[config.mk]
export PLATFORM = sky130hd
export DESIGN_NAME = vdp_run_sequencer
export DESIGN_NICKNAME = d
export VERILOG_FILES = /design/src/rtl/vdp_run_sequencer.sv
export SDC_FILE = /design/constraint.sdc
export NUM_CORES = 1
export LEC_CHECK = 0
export CAP_MARGIN = 0
export CORE_ASPECT_RATIO = 1.4
export CORE_MARGIN = 3
export CORE_UTILIZATION = 50
export CTS_BUF_LIST = sky130_fd_sc_hd__clkbuf_4 sky130_fd_sc_hd__clkbuf_8
export CTS_CLUSTER_DIAMETER = 80
export DETAILED_ROUTE_END_ITERATION = 6
export PLACE_DENSITY = 0.7
export SYNTH_ARGS = -nofsm -noshare
export SYNTH_HDL_FRONTEND = slang
export SYNTH_SLANG_ARGS = --single-unit
[constraint.sdc]
create_clock -name clk -period 8.95 [get_ports clk]
set_clock_uncertainty 0.2 [all_clocks]
set_input_delay 1.79 -clock clk [delete_from_list [all_inputs] [get_ports clk]]
set_output_delay 1.79 -clock clk [all_outputs]
set_load 0.02 [all_outputs]
[src/rtl/vdp_run_sequencer.sv]
`default_nettype none
// =============================================================================
// vdp_run_sequencer: drives one vdp_top core through an n-iteration run and
// buffers {index, x} results in a first-word-fall-through FIFO.
// Rev 1.0
// =============================================================================
module vdp_run_sequencer #(
    parameter int DEPTH   = 16,
    parameter int TIMEOUT = 1024
) (
    input  logic                    clk,
    input  logic                    reset,
    input  logic                    i_cfg_we,
    input  logic [31:0]             i_cfg_mu,
    input  logic [31:0]             i_cfg_dt,
    input  logic [31:0]             i_cfg_a,
    input  logic                    i_run,
    input  logic [15:0]             i_n_iter,
    input  logic                    i_abort,
    output logic                    o_busy,
    output logic                    o_run_done,
    output logic                    o_timeout_err,
    output logic                    o_core_start,
    output logic [31:0]             o_core_mu,
    output logic [31:0]             o_core_dt,
    output logic [31:0]             o_core_a,
    input  logic [31:0]             i_core_x,
    input  logic                    i_core_done,
    output logic                    o_out_valid,
    input  logic                    i_out_ready,
    output logic [31:0]             o_out_data,
    output logic [15:0]             o_out_index,
    output logic [$clog2(DEPTH):0]  o_fifo_count
);

    localparam int c_AW = $clog2(DEPTH);
    localparam int c_TW = $clog2(TIMEOUT + 1);
    // Timer starts at 0 on the cycle after core_start, so expiring at
    // TIMEOUT-2 makes the error flag appear exactly TIMEOUT cycles after it.
    localparam logic [c_TW-1:0] c_TLIMIT = c_TW'(TIMEOUT - 2);
    localparam logic [c_AW:0]   c_DEPTH  = (c_AW + 1)'(DEPTH);

    typedef enum logic [1:0] {
        S_IDLE  = 2'd0,
        S_ISSUE = 2'd1,
        S_WAIT  = 2'd2,
        S_DRAIN = 2'd3
    } state_t;

    state_t           r_state;
    logic [15:0]      r_n_iter;
    logic [15:0]      r_iter;
    logic [c_TW-1:0]  r_timer;
    logic             r_done_q;
    logic             r_run_done;
    logic             r_timeout_err;
    logic [31:0]      r_mu;
    logic [31:0]      r_dt;
    logic [31:0]      r_a;

    logic [47:0]      r_mem [DEPTH];
    logic [c_AW-1:0]  r_wr_ptr;
    logic [c_AW-1:0]  r_rd_ptr;
    logic [c_AW:0]    r_count;

    logic             w_done_edge;
    logic             w_full;
    logic             w_push;
    logic             w_pop;
    logic             w_timer_exp;
    logic             w_last;

    assign w_done_edge = i_core_done & ~r_done_q;
    assign w_full      = (r_count == c_DEPTH);
    assign w_push      = (r_state == S_WAIT) && w_done_edge && !i_abort;
    assign w_pop       = (r_count != '0) && i_out_ready;
    assign w_timer_exp = (r_timer == c_TLIMIT);
    assign w_last      = ((r_iter + 16'd1) == r_n_iter);

    // ---------------------------------------------------------------- FSM
    always_ff @(posedge clk) begin
        if (!reset) begin
            r_state       <= S_IDLE;
            r_n_iter      <= '0;
            r_iter        <= '0;
            r_timer       <= '0;
            r_done_q      <= 1'b0;
            r_run_done    <= 1'b0;
            r_timeout_err <= 1'b0;
            r_mu          <= '0;
            r_dt          <= '0;
            r_a           <= '0;
        end else begin
            r_done_q   <= i_core_done;
            r_run_done <= 1'b0;

            if (r_state == S_IDLE && i_cfg_we) begin
                r_mu <= i_cfg_mu;
                r_dt <= i_cfg_dt;
                r_a  <= i_cfg_a;
            end

            case (r_state)
                S_IDLE: begin
                    if (i_run) begin
                        r_n_iter      <= i_n_iter;
                        r_iter        <= '0;
                        r_timeout_err <= 1'b0;
                        if (i_n_iter == 16'd0) begin
                            r_run_done <= 1'b1;
                        end else begin
                            r_state <= S_ISSUE;
                        end
                    end
                end
                S_ISSUE: begin
                    if (i_abort) begin
                        r_state <= S_IDLE;
                    end else if (!w_full) begin
                        r_state <= S_WAIT;
                        r_timer <= '0;
                    end
                end
                S_WAIT: begin
                    if (i_abort) begin
                        // A result arriving with the abort is dropped outright.
                        if (w_done_edge) begin
                            r_state <= S_IDLE;
                        end else begin
                            r_state <= S_DRAIN;
                            r_timer <= '0;
                        end
                    end else if (w_done_edge) begin
                        r_iter <= r_iter + 16'd1;
                        if (w_last) begin
                            r_state    <= S_IDLE;
                            r_run_done <= 1'b1;
                        end else begin
                            r_state <= S_ISSUE;
                        end
                    end else if (w_timer_exp) begin
                        r_timeout_err <= 1'b1;
                        r_state       <= S_IDLE;
                    end else begin
                        r_timer <= r_timer + 1'b1;
                    end
                end
                S_DRAIN: begin
                    if (w_done_edge) begin
                        r_state <= S_IDLE;
                    end else if (w_timer_exp) begin
                        r_timeout_err <= 1'b1;
                        r_state       <= S_IDLE;
                    end else begin
                        r_timer <= r_timer + 1'b1;
                    end
                end
                default: r_state <= S_IDLE;
            endcase
        end
    end

    // ---------------------------------------------------------------- FIFO
    always_ff @(posedge clk) begin
        if (w_push) begin
            r_mem[r_wr_ptr] <= {r_iter, i_core_x};
        end
    end

    always_ff @(posedge clk) begin
        if (!reset) begin
            r_wr_ptr <= '0;
            r_rd_ptr <= '0;
            r_count  <= '0;
        end else begin
            if (w_push) begin
                r_wr_ptr <= r_wr_ptr + 1'b1;
            end
            if (w_pop) begin
                r_rd_ptr <= r_rd_ptr + 1'b1;
            end
            case ({w_push, w_pop})
                2'b10:   r_count <= r_count + 1'b1;
                2'b01:   r_count <= r_count - 1'b1;
                default: r_count <= r_count;
            endcase
        end
    end

    // ---------------------------------------------------------------- outputs
    assign o_busy        = (r_state != S_IDLE);
    assign o_run_done    = r_run_done;
    assign o_timeout_err = r_timeout_err;
    assign o_core_start  = (r_state == S_ISSUE) && !w_full && !i_abort;
    assign o_core_mu     = r_mu;
    assign o_core_dt     = r_dt;
    assign o_core_a      = r_a;
    assign o_out_valid   = (r_count != '0);
    assign o_out_data    = r_mem[r_rd_ptr][31:0];
    assign o_out_index   = r_mem[r_rd_ptr][47:32];
    assign o_fifo_count  = r_count;

endmodule
`default_nettype wire

==> run summary <==
DR pass1 iterations: 6
grt met3 use: 0.0646
core area: 0.0708 sq mm
initial drt markers: 1316
vias in the first global route: 20700
met1 Use GR: 0.266
CTS Hold Bufs: 0
Setup Buffers After CTS: 0
Hold Path Depth: 2
RePlAce Congestion: 0.889
final hold vios: 0
htree depth: 4
Initial Util: 0.509
global-route usage over all layers: 0.220
global routing usage on met2: 0.376
setup TNS: 0 ns
WL/cell: 24.0 microns
initial antenna violation count: 2
die height: 324 microns
worst-path fanout max: 75
CTS tree: yes
VDD IR max: 0.118 mV
HPWL after DPL: 45.2 mm
drt total wl: 80.6 mm
FF-to-FF setup slack: 5.42 ns
WP data arrival: 4.19 ns
CP Capture Type: output port
via count: 19200
I/O Buffers: 304
period utilization: 0.690
WP data required: 6.96 ns
Worst Tran Pin Value: 1.15 ns
chip width: 233 microns
synth warn: 0
placed cell area: 0.0401 sq mm
Clk pin slew, worst setup/hold paths: 0.06 ns
clk buf depth: 3
largest family of logic cells by synthesized area: multiplexers
Syn Inst Count: 1962
clock latency on the worst-skew pair: 0.79 ns
layer carrying the most global-route usage: met2
final setup vio count: 0
Avg Cell Area, Syn: 18.4 sq um
worst r2r src: r_state[1]
mapped cell area: 0.0360 sq mm
synth unique cells: 61
FMAX: 0.162 GHz
largest net degree at the start of global routing: 123
Top FF cell, synth: edfxtp_1
Pins Over Slew Limit: 0
CTS sink count: 929
total gr overflow: 0
worst min-delay path startpoint: o_core_a[12]
Rows: 115
Final Instance Area: 0.0427 sq mm
DIE AREA: 0.0754 sq mm
number of flops mapped to enable cells by yosys: 768
compound-cell area share of the yosys netlist: 0.0384
FF-to-FF path depth: 6
CP Launch Type: flop
Hold Path End: o_core_a[12]
post-synthesis sequential area ratio: 0.730
layout cells sized above 1: 0.214
Power Dens Cells: 194 mW/mm^2
synthesis-stage register bit count: 929
top cell type's share of synthesized area: 0.640
Final #Nets: 2485
post-synthesis xor/xnor area fraction: 0.00851
worst min-delay path class: flop to flop
adder-cell share of the synthesized area: 0.00472
CP Class: flop to output port
vias per cell: 5.71
max_cap viols: 0
Place WS: 3.46 ns
mux contribution to synthesized area: 0.151
antenna-violating nets left: 0
outcome: completed
TritonCTS Buffers: 139
I/O pin cnt: 305
RR Endpoint: r_mem[0][8]
post-cts resize count: 0
RSZ-0062 raised after global routing: false
synthesis-to-layout area growth: 18.7%
first-pass GRT wire length: 123 mm
# DRC: 0
Synth async-reset ratio: 0
Final Worst Setup Slack: 2.77 ns
post-synth top area cell: edfxtp_1
slew margin rel.: 0.233
fin crit period: 6.18 ns
Post-Synth Simple-Gate Area: 0.0524
cell leakage power: 13.8 nW
synth top area cells: edfxtp_1, mux4_2, dfxtp_1
Mapped Nets: 2126
CTS root buf: clkbuf_8
[cell families after synthesis]
family                     after synthesis
DFF                                    929
and+or+nand+nor                        415
muxes                                  242
AOI/OAI and AO/OA                      199
buffers and inverters                  129
xor gates and xnor gates                35
adders and majority gates               13
[worst max-delay path, cell delays in order (launching register included)]
cell and delay [ns]:
dfxtp_4 0.83, buf_4 0.99, mux4_2 0.43, mux4_2 0.54
clkdlybuf4s50_1 0.57
[report_power, final]
part	switching, mW	internal (mW)
registers	0.0205	4.69
logic	0.166	0.148
clock network	1.59	1.70
[metrics by stage]
step            util  instances  hold WS [ns]  power [mW]
3_5_place_dp   0.566       3116         0.258        5.11
2_1_floorplan      -       1962         0.254        4.93
3_3_place_gp   0.566       3116         0.249        5.11
5_1_grt        0.604       3367         0.287        8.64
4_1_cts        0.604       3366         0.264        8.41
6_report       0.604       3367         0.260        8.31
[cell type report]
cell class / instances / area [sq um]
antenna: 1 / 2.50
sequential: 929 / 26300
clock inverter: 67 / 373
tap: 936 / 1170
timing repair buffer: 334 / 3290
inverter: 13 / 48.8
clock buffer: 183 / 2270
fill: 5147 / 28000
multi-input combinational: 904 / 9290
[cell usage in the layout, fill, tap and decap left out, types with 9 or more instances in the layout]
master and instances:
a21boi_0 122, a21oi_1 19, and2_1 19, buf_4 29, clkbuf_4 39, clkbuf_8 144, clkdlybuf4s50_1 303, clkinv_1 36
clkinv_2 14, dfxtp_1 157, edfxtp_1 768, ha_1 12, inv_1 12, mux4_2 240, nand2_1 260, nand3_1 18
nor2_1 24, nor2_4 12, nor2b_1 11, nor3_1 9, nor4_1 12, o21ai_0 31, xnor2_1 21, xor2_1 14
[layer usage]
metal / wire length, microns / vias up / share of wire
met5: 13 / - / 0.00016
met4: 2540 / 2 / 0.032
met3: 6390 / 160 / 0.079
met2: 41400 / 788 / 0.51
met1: 30300 / 9813 / 0.38
li1: - / 8469 / -
[Yosys cell counts, types with 4 or more instances]
master and count:
dfxtp_1 161, or3_1 7, nand2b_1 8, and3_1 4, nand4_1 7, a21boi_0 122, xor2_1 14, a31oi_1 4
buf_1 8, nor3_1 13, nor2b_1 11, buf_4 5, o21ai_0 31, ha_1 12, inv_1 12, buf_6 4
and2_1 20, edfxtp_1 768, nand2_1 261, mux4_2 240, nor2_1 36, buf_2 25, xnor2_1 21, clkbuf_1 74
nor4_1 12, a21oi_1 19, nand3_1 18
[worst max-delay path by stage]
stage	start	end	slack (ns)	cells past startpoint
floorplan	i_core_done	r_mem[0][0]	2.14	6
global placement	i_abort	o_core_start	3.42	4
detailed placement	i_abort	o_core_start	3.46	4
CTS	flop	o_out_index[14]	2.64	4
global route	flop	o_out_data[3]	2.59	4
finish	flop	o_out_index[14]	2.77	4
[state kept, by name, indices dropped and copies added (netlist names), named ones only]
| register | cells |
|---|---|
| o_core_a | 32 |
| o_core_dt | 32 |
| o_core_mu | 32 |
| o_fifo_count | 5 |
| o_run_done | 1 |
| o_timeout_err | 1 |
| r_done_q | 1 |
| r_iter | 16 |
| r_mem | 768 |
| r_n_iter | 16 |
| r_rd_ptr | 4 |
| r_state | 2 |
| r_timer | 11 |
| r_wr_ptr | 4 |
(Power assumes the default switching activity.)
